<file path="config.mk">
export PLATFORM = sky130hd
export DESIGN_NAME = clk_div_ctrl
export DESIGN_NICKNAME = d
export VERILOG_FILES = /design/src/rtl/clk_div_ctrl.sv
export SDC_FILE = /design/constraint.sdc
export NUM_CORES = 1
export LEC_CHECK = 0
export CAP_MARGIN = 15
export CORE_MARGIN = 1
export CORE_UTILIZATION = 57
export DETAILED_ROUTE_END_ITERATION = 10
export HOLD_SLACK_MARGIN = 0.06
export PLACE_DENSITY = 0.83
export SYNTH_ARGS = -nofsm -noshare
export SYNTH_HDL_FRONTEND = slang
export SYNTH_SLANG_ARGS = --single-unit
</file>
<file path="constraint.sdc">
create_clock -name clk200mhz -period 3.76 [get_ports clk200mhz]
set_clock_uncertainty 0.05 [all_clocks]
set_input_delay 0.752 -clock clk200mhz [delete_from_list [all_inputs] [get_ports clk200mhz]]
set_output_delay 0.752 -clock clk200mhz [all_outputs]
set_load 0.02 [all_outputs]
</file>
<file path="src/rtl/clk_div_ctrl.sv">
// Run-time divide-ratio controller for the 200 MHz clock divider: accepts new
// ratios over valid/ready and swaps them in only on period boundaries.
module clk_div_ctrl #(
  parameter int DIV_W       = 8,
  parameter int DEFAULT_DIV = 2,
  parameter int MIN_DIV     = 2
) (
  input  logic             clk200mhz,
  input  logic             rst,
  input  logic             en,
  input  logic             cfg_valid,
  input  logic [DIV_W-1:0] cfg_div,
  output logic             cfg_ready,
  output logic             cfg_err,
  output logic [DIV_W-1:0] div_active,
  output logic             tick,
  output logic             clk_out,
  output logic             busy
);

  typedef enum logic [1:0] {
    IDLE = 2'd0,
    RUN  = 2'd1,
    PEND = 2'd2
  } state_t;

  state_t           state, n_state;
  logic [DIV_W-1:0] cnt, n_cnt;
  logic [DIV_W-1:0] pend_div, n_pend;
  logic [DIV_W-1:0] n_div;
  logic             n_err;
  logic             xfer, legal, wrap;

  assign xfer  = cfg_valid && cfg_ready;
  assign legal = (cfg_div >= DIV_W'(MIN_DIV));
  assign wrap  = (cnt == div_active - DIV_W'(1));

  // NOTE: every variable gets a default before the case so no path leaves it
  // unassigned; otherwise synthesis infers a latch to hold the old value.
  always_comb begin
    n_state = state;
    n_cnt   = cnt;
    n_div   = div_active;
    n_pend  = pend_div;
    n_err   = xfer && !legal;

    unique case (state)
      IDLE: begin
        n_cnt = '0;
        if (xfer && legal) n_div = cfg_div;
        if (en) n_state = RUN;
      end

      RUN: begin
        if (!en) begin
          // Parking is immediate; a ratio offered on the same edge still lands.
          n_state = IDLE;
          n_cnt   = '0;
          if (xfer && legal) n_div = cfg_div;
        end else begin
          n_cnt = wrap ? '0 : cnt + DIV_W'(1);
          if (xfer && legal) begin
            if (wrap) begin
              n_div = cfg_div;
            end else begin
              n_pend  = cfg_div;
              n_state = PEND;
            end
          end
        end
      end

      PEND: begin
        if (!en) begin
          n_state = IDLE;
          n_cnt   = '0;
          n_div   = pend_div;
        end else if (wrap) begin
          n_state = RUN;
          n_cnt   = '0;
          n_div   = pend_div;
        end else begin
          n_cnt = cnt + DIV_W'(1);
        end
      end

      default: begin
        n_state = IDLE;
        n_cnt   = '0;
      end
    endcase
  end

  // Outputs are registered from the next-state values so they describe the
  // same cycle that cnt and state describe.
  // NOTE: sequential state uses non-blocking assignments so every flop samples
  // pre-edge values regardless of statement order.
  always_ff @(posedge clk200mhz) begin
    if (rst) begin
      state      <= IDLE;
      cnt        <= '0;
      div_active <= DIV_W'(DEFAULT_DIV);
      pend_div   <= DIV_W'(DEFAULT_DIV);
      clk_out    <= 1'b0;
      tick       <= 1'b0;
      cfg_err    <= 1'b0;
      busy       <= 1'b0;
      cfg_ready  <= 1'b1;
    end else begin
      state      <= n_state;
      cnt        <= n_cnt;
      div_active <= n_div;
      pend_div   <= n_pend;
      clk_out    <= (n_state != IDLE) && (n_cnt < (n_div >> 1));
      tick       <= (n_state != IDLE) && (n_cnt == n_div - DIV_W'(1));
      cfg_err    <= n_err;
      busy       <= (n_state == PEND);
      cfg_ready  <= (n_state != PEND);
    end
  end

endmodule

</file>
# ---- Word level (Yosys, flattened, before mapping)
# Index checks and enable logic that the tools add are counted.
dict set report op_classes {
  n_addsub 3
  magnitude_cmp 2
  n_eq_ne 6
  n_mux 17
  bitwise 1
  reduce_logical 10
}
# cell n
set op_table {}
lappend op_table {{8-bit two-way mux} 9}
lappend op_table {{8-bit one-hot mux with 3 select lines} 1}
lappend op_table {{8-bit == test} 2}
lappend op_table {{8-bit by 1-bit subtractor with 8-bit output, second input constant} 2}
lappend op_table {{2-bit two-way mux} 6}
lappend op_table {{8-bit by 1-bit adder with 8-bit output, second input constant} 1}
lappend op_table {{8-bit by 2-bit >= comparator with 1-bit output, second input constant} 1}
lappend op_table {{8-bit by 7-bit < comparator with 1-bit output} 1}
lappend op_table {{2-bit one-hot mux with 3 select lines} 1}
lappend op_table {{1-bit logical AND} 5}
lappend op_table {{2-bit == test, second input constant} 2}
lappend op_table {{4-bit AND reduction} 1}
lappend op_table {{2-bit by 1-bit == test with 1-bit output, second input constant} 1}
lappend op_table {{2-bit logical NOT} 1}
lappend op_table {{2-bit inequality test, second input constant} 1}
lappend op_table {{2-bit nonzero test} 1}
lappend op_table {{2-bit OR reduction} 1}
lappend op_table {{1-bit logical NOT} 1}
lappend op_table {{1-bit inverter} 1}
dict set report totals {
  register_bits 31
  output_inout_bits 13
  word_cells 48
}

# ---- Depth between registers and ports, before layout
# Gate-level depths: netlist (run 1).
dict set report depth {
  word_depth 9
  mapped_depth 15
}

# ---- Least setup slack after synthesis (run 1)
# OpenSTA, ideal clock, no wires.
dict set report synth_timing {
  path_type {register -> register}
  start {register div_active[0]}
  end {register tick}
  arrival_time_ps 3517
  required_ps 3650
  path_slack_ps 133
  stages_incl_launch_ff 16
  path_buffers 0
  cell_sequence {dfxtp_1 > inv_1 > ha_1 > o21bai_1 > a2111oi_1 > a311oi_2 > a2111oi_4 > o21ai_1 > a21o_1 > inv_1 > ha_1 > inv_1 > xnor2_1 > xnor2_1 > nor4b_2 > o2111a_1}
}
dict set report synth_via {
  elab_chain_len 9
  word_cells_on_any_way 22
}
# item line_no
set synth_rtl {}
lappend synth_rtl {{start: declaration} 15} ;# output logic [DIV_W-1:0] div_active,
lappend synth_rtl {{start signal: assignment} 102} ;# div_active <= DIV_W'(DEFAULT_DIV);
lappend synth_rtl {{start signal: assignment} 112} ;# div_active <= n_div;
lappend synth_rtl {{8-bit by 1-bit subtractor with 8-bit output} 36} ;# assign wrap = (cnt == div_active - DIV_W'(1));
lappend synth_rtl {{8-bit == test} 36}
lappend synth_rtl {{8-bit two-way mux} 63} ;# if (wrap) begin
lappend synth_rtl {{8-bit two-way mux} 62} ;# if (xfer && legal) begin
lappend synth_rtl {{8-bit two-way mux} 55} ;# if (!en) begin
lappend synth_rtl {{8-bit one-hot mux with 3 select lines} 47} ;# unique case (state)
lappend synth_rtl {{8-bit by 1-bit subtractor with 8-bit output} 115} ;# tick <= (n_state != IDLE) && (n_cnt == n_div - DIV_W'(1));
lappend synth_rtl {{8-bit == test} 115}
lappend synth_rtl {{1-bit logical AND *} 115}
lappend synth_rtl {{end signal: assignment} 115}
lappend synth_rtl {{end: declaration} 16} ;# output logic tick,
# Every way passes the cells marked *; elsewhere a longest branch is shown, timed or not.
# A chain may end at the register's enable or synchronous reset.

# ---- Worst setup path in the final report (run 1)
dict set report layout_timing {
  start {register div_active[3]}
  end {register clk_out}
}
dict set report layout_via {
  word_cells_on_any_way 21
}
# item line_no
set layout_lines {}
lappend layout_lines {{8-bit by 1-bit subtractor with 8-bit output} 36}
lappend layout_lines {{8-bit == test} 36}
lappend layout_lines {{8-bit two-way mux} {61, 78}}
lappend layout_lines {{8-bit two-way mux} 74} ;# if (!en) begin
lappend layout_lines {{8-bit two-way mux} --}
lappend layout_lines {{named net n_cnt[5]} 28} ;# logic [DIV_W-1:0] cnt, n_cnt;
lappend layout_lines {{8-bit by 7-bit < comparator with 1-bit output} 114} ;# clk_out <= (n_state != IDLE) && (n_cnt < (n_div >> 1));
lappend layout_lines {{1-bit logical AND} 114}
lappend layout_lines {{end signal: assignment} 114}
lappend layout_lines {{end: declaration} 17} ;# output logic clk_out,
# The timed path passes the listed nets, and every way through them passes these cells.

==> impl_metrics.ini, run 1 <==
[floorplan]
fp.dieH_um = 65.97
io_pins = 25
coreArea_um2 = 3799
start_util_pct = 61.40
dieArea_um2 = 4351
row_count = 22
chipWidth_um = 65.97

[cts]
clk_path_buf_depth = 2
tritoncts = done
clock_latency_ns = 0.29
clk_pin_slew_ns = 0.06
root_buffer = clkbuf_8
cts_made_buffers = 5
cts.sinks = 31
htreeDepth = 2

[route]
routed_via_density = 6.212
postRouteAntennaNets = 0
met1Wirelength_mm = 2.841
routed.top_layer = met4
wl_per_cell_um = 17.17
vias = 2348
wl_met3_um = 575
drc_errors = 0
drt_iter0_drc = 312
route.met2.wl_mm = 2.943
wirelength_mm = 6.491
first_pass_iters = 7

[timing]
fin_hold_ws_ns = 0.4200
period_minus_slack_ns = 3.621
fin_ws_ns = 0.1386
fmax_mhz = 276.1
setup_viol = 0
finalHoldViolations = 0
worst_pin_slew_ns = 0.6724
drv_slew = 0
fin_crit_sh_pct = 96.31
relSlewSlack_pct = 54.70

[worst_setup_path]
path_max_fanout = 12
max_stage_delay_ns = 0.46
cp_num_buf_inv = 3
cp-start-kind = register
crit_chain = nor4_2 -> a211oi_1 -> a311oi_2 -> a2111o_1 -> buf_4 -> buf_4 -> nand3_1 -> buf_12 -> nor2_1 -> ha_1 -> a21o_1 -> a21oi_1 -> o2111a_1
cp.required_ns = 3.94
critical-path-slowest-cell = nor4_2
critical_path.top_delay_family = compound AO/OA/AOI/OAI gates
crit_path_end_kind = register
r2r_setup_slack_ns = 0.14
worstSetupPathType = reg -> reg
cp.arrival_ns = 3.80
crit_top_cell = buf_4

[yosys]
synth_cell_types = 62
syn_inst = 279
synth-edff-count = 0
syn_area_um2 = 2332
avgSynthCellArea_um2 = 8.359
yosys-top-cells-count = nor2_1, dfxtp_1, nand3_1
yosys_warnings = 0
syn_nets = 304
yosysMostFrequentCell = nor2_1
synth.top_cell.area_share_pct = 26.61
synthArstFlopShare_pct = 0
ys_seq_area_share_pct = 26.61
ys_ff_latch = 31
synth_flop_cell = dfxtp_1
synth_area_leaders = dfxtp_1, ha_1, nor2_1
yosysTopAreaCell = dfxtp_1

[global_route]
grt_pass1_wl_mm = 10.25
grt_max_degree = 29
grt_pass1_vias = 2148
antenna_found_initial = 0
grt-ovfl-total = 0
grt_use_total_pct = 31.55

[place]
placed_cells = 369
portBuffers = 24
place.gp.congestion = 0.9192
dp_slack_ns = -0.07592
hpwl_mm = 4.740

[run_status]
status = completed

[power_and_ir_drop]
vdd_ir_drop_max_mv = 0.2273
power_w = 0.001027
p_int_w = 0.0006713
power.share.sequential_pct = 35.1
p_leak_nw = 1.250
power_density_nw_per_um2 = 355.1
p_comb_share_pct = 38.8
p_switching_w = 0.0003555
clockPowerShare_pct = 26.1
switching_share_pct = 34.62

[final_layout]
area_growth_pct = 23.98
finalNetCount = 355
insertedDiodeCount = 0
final_layout_size_suffix_gt1_share_pct = 16.67
final_cells = 378

[min_path]
min_path_type = reg -> reg

[run]
drv_cap = 0
==> per-stage QoR <==
step	setup TNS [ns]	cell area [µm²]	util, %
floorplan	0	2332	-
global placement	-0.04530	2778	73.12
detailed placement	-0.07592	2778	73.12
CTS	0	2865	75.43
global route	-0.03187	2892	76.12
finish	0	2892	76.12
==> cell families after synthesis <==
group           count (synthesis)  share of synthesized area (%)
simple gates                  105                          22.96
fa+ha+maj                      13                          6.974
buf+inv                        26                          6.223
mux                            10                          4.399
compound gates                 68                          23.07
xor+xnor                       26                          9.764
flops                          31                          26.61
==> placed cells by master (no fill, tap or decap), types with 2 or more instances in the layout <==
cell type         n
nor2_1           38
dfxtp_1          31
buf_4            31
clkdlybuf4s50_1  24
nand3_1          16
xnor2_1          14
inv_1            13
nor3_1           13
ha_1             13
xor2_1           12
nand2_1          11
o21ai_0          11
a21oi_1           9
mux2i_1           8
a21o_1            6
a22oi_1           6
clkbuf_8          6
and3_1            4
nand4_1           4
and2_1            3
nor2b_1           3
a211oi_1          3
a32oi_1           3
nand2b_1          3
a222oi_1          3
a311oi_1          3
nor4_2            2
o21ai_1           2
a2111o_1          2
mux2_2            2
o2111a_1          2
==> area by class of cell <==
class / count / area [µm²]
clock buffer: 6 / 82.58
multi-input combinational: 222 / 1578
tap: 48 / 60.06
clock inverter: 1 / 5.005
sequential: 31 / 620.6
inverter: 14 / 52.55
fill: 300 / 907.1
timing repair buffer: 56 / 493.0
==> sequential cells by signal (all words and copies together), names as in the netlist, 2 cells and up <==
register and count:
cnt 8, div_active 8, pend_div 8, state 2
==> routing by layer <==
layer,global-route usage [%],up-vias
met4,11.97,0
met5,0,-
li1,-,1127
met2,50.26,110
met1,42.33,1093
met3,5.172,18
==> what timing repair did <==
item	4_1_cts	5_1_grt
hold buffers	0	0
buffers inserted	0	2
resized for setup	0	2
endpoints found under the setup margin	0	1
==> power groups by stage <==
stage	registers, W	logic (W)	clock network [W]
after floorplan	0.000376	0.000242	0
after global placement	0.000366	0.000373	0
after detailed placement	0.000367	0.000382	0
after CTS	0.000360	0.000388	0.000272
after global routing	0.000362	0.000428	0.000286
final	0.000361	0.000398	0.000268
==> path summary, 6_finish.rpt <==
kind,cells after the start,endpoint,from
worst max-delay path,13,clk_out,div_active[3]
worst min-delay path,1,pend_div[1],pend_div[1]
worst max register to register,13,clk_out,div_active[3]
worst min register to register,1,pend_div[1],pend_div[1]
No activity file was read; power rests on OpenSTA's default activity.
==> inputs of run 2 (changes only) <==
Settings changed: DONT_BUFFER_PORTS from default to 1, PLACE_DENSITY 0.83 to 0.75.
==> impl_metrics.ini, run 2 (synthesis results as in run 1) <==
[route]
wl_per_cell_um = 18.07
wirelength_mm = 6.109
routed_via_density = 6.547
vias = 2213
drt_iter0_drc = 315
postRouteAntennaNets = 0
first_pass_iters = 5
drc_errors = 0

[timing]
fin_crit_sh_pct = 92.26
fmax_mhz = 288.3
drv_slew = 0
setup_viol = 0
finalHoldViolations = 0
fin_hold_ws_ns = 0.4528
rsz0062_at_grt = no
setup_tns_ns = 0
period_minus_slack_ns = 3.469
worst_pin_slew_ns = 0.6698
relSlewSlack_pct = 55.34

[power_and_ir_drop]
vdd_ir_drop_max_mv = 0.1916
power_density_nw_per_um2 = 371.6
p_leak_nw = 1.074

[final_layout]
layout_common_cells = nor2_1, dfxtp_1, buf_4, nand3_1, xnor2_1
final_layout_size_suffix_gt1_share_pct = 12.76
area_growth_pct = 7.403
top_regs = cnt: 8 flops, div_active: 8 flops, pend_div: 8 flops
fill_cells = 340
finalNetCount = 316
final_common_cell = nor2_1
insertedDiodeCount = 0

[run_status]
status = completed

[global_route]
grt_pass1_wl_mm = 10.01
grt_pass1_vias = 2023
met1_usage_pct = 40.96
grt_max_degree = 29
antenna_found_initial = 0
grt-ovfl-total = 0
use_met3_pct = 7.931
grt_use_total_pct = 30.52
busiest_layer = met2
use_met2_pct = 46.68

[worst_setup_path]
cp.required_ns = 3.94
path_max_fanout = 6
cp.arrival_ns = 3.65
worstSetupPathType = reg -> reg
cp-start-kind = register
crit_path_end_kind = register

[floorplan]
row_count = 22
dieArea_um2 = 4351
fp.dieH_um = 65.97
start_util_pct = 61.40
chipWidth_um = 65.97
io_pins = 25
coreArea_um2 = 3799

[place]
portBuffers = 0
place.gp.congestion = 0.9099
hpwl_mm = 4.524

[cts]
clock_latency_ns = 0.28
tritoncts = done
clk_pin_slew_ns = 0.06
cts.sinks = 31
htreeDepth = 2
cts_made_buffers = 5
root_buffer = clkbuf_8
clk_path_buf_depth = 2

[run]
drv_cap = 0

[min_path]
min_path_type = reg -> reg
==> run 2: stage by stage <==
step	area [µm²]	cells	utilization [%]	power [W]	setup slack, ns
global route	2505	338	65.94	0.0009824	0.01472
finish	2505	338	65.94	0.0009309	0.2911
floorplan	2332	279	-	0.0006178	0.1334
detailed placement	2420	331	63.70	0.0006855	0.2177
global placement	2420	331	63.70	0.0006803	0.2910
CTS	2492	337	65.61	0.0009252	0.1848
==> run 2: path summary, 6_finish.rpt <==
kind | start | end | slack [ns] | depth (start not counted)
setup / recovery | div_active[1] | tick | 0.29 | 15
hold / removal | pend_div[4] | pend_div[4] | 0.45 | 2
setup reg to reg | div_active[1] | tick | 0.29 | 15
hold reg to reg | pend_div[4] | pend_div[4] | 0.45 | 2
==> run 2: metal layers <==
layer	part of all wire, %	wire (µm)
met3	9.8	600
met2	44	2708
met4	2.0	121
met1	44	2680
met5	0	0
==> run 2: what timing repair did <==
action                                  in CTS  in global routing
hold buffers                                 0                  0
resized for setup                            0                  1
endpoints found under the setup margin       0                  2
setup buffers                                0                  1
==> run 2: cell type report <==
| type | count | area, µm² | share of cell area [%] |
|---|---|---|---|
| Tap cell | 48 | 60.06 | 2.398 |
| Inverter | 14 | 52.55 | 2.098 |
| Sequential cell | 31 | 620.6 | 24.78 |
| Clock buffer | 6 | 72.57 | 2.897 |
| Multi-Input combinational cell | 222 | 1572 | 62.74 |
| Timing Repair Buffer | 17 | 127.6 | 5.095 |
==> run 2: report_power, final <==
part / internal (W) / total [W] / switching (W)
clock network: 0.000123 / 0.000241 / 0.000118
registers: 0.000343 / 0.000360 / 0.0000171
logic: 0.000138 / 0.000330 / 0.000192
total: 0.000604 / 0.000931 / 0.000326
==> run 2: worst max-delay path, cell delays in order, from the launching register on <==
cell and delay [ns]:
dfxtp_1 0.33, inv_1 0.06, ha_1 0.24, o21bai_1 0.19, a2111oi_2 0.39, a311oi_2 0.11, a2111o_1 0.47, a311oi_1 0.31
a21o_1 0.23, inv_2 0.08, ha_1 0.20, inv_1 0.11, nor2_1 0.07, xnor2_1 0.14, nor4b_2 0.25, o2111a_1 0.20
==> inputs of run 3 (changes only) <==
Settings changed: GPL_TIMING_DRIVEN from default to 1.
==> results of run 3 <==
No change in the layout: final DEF, timing and power equal those of run 2.
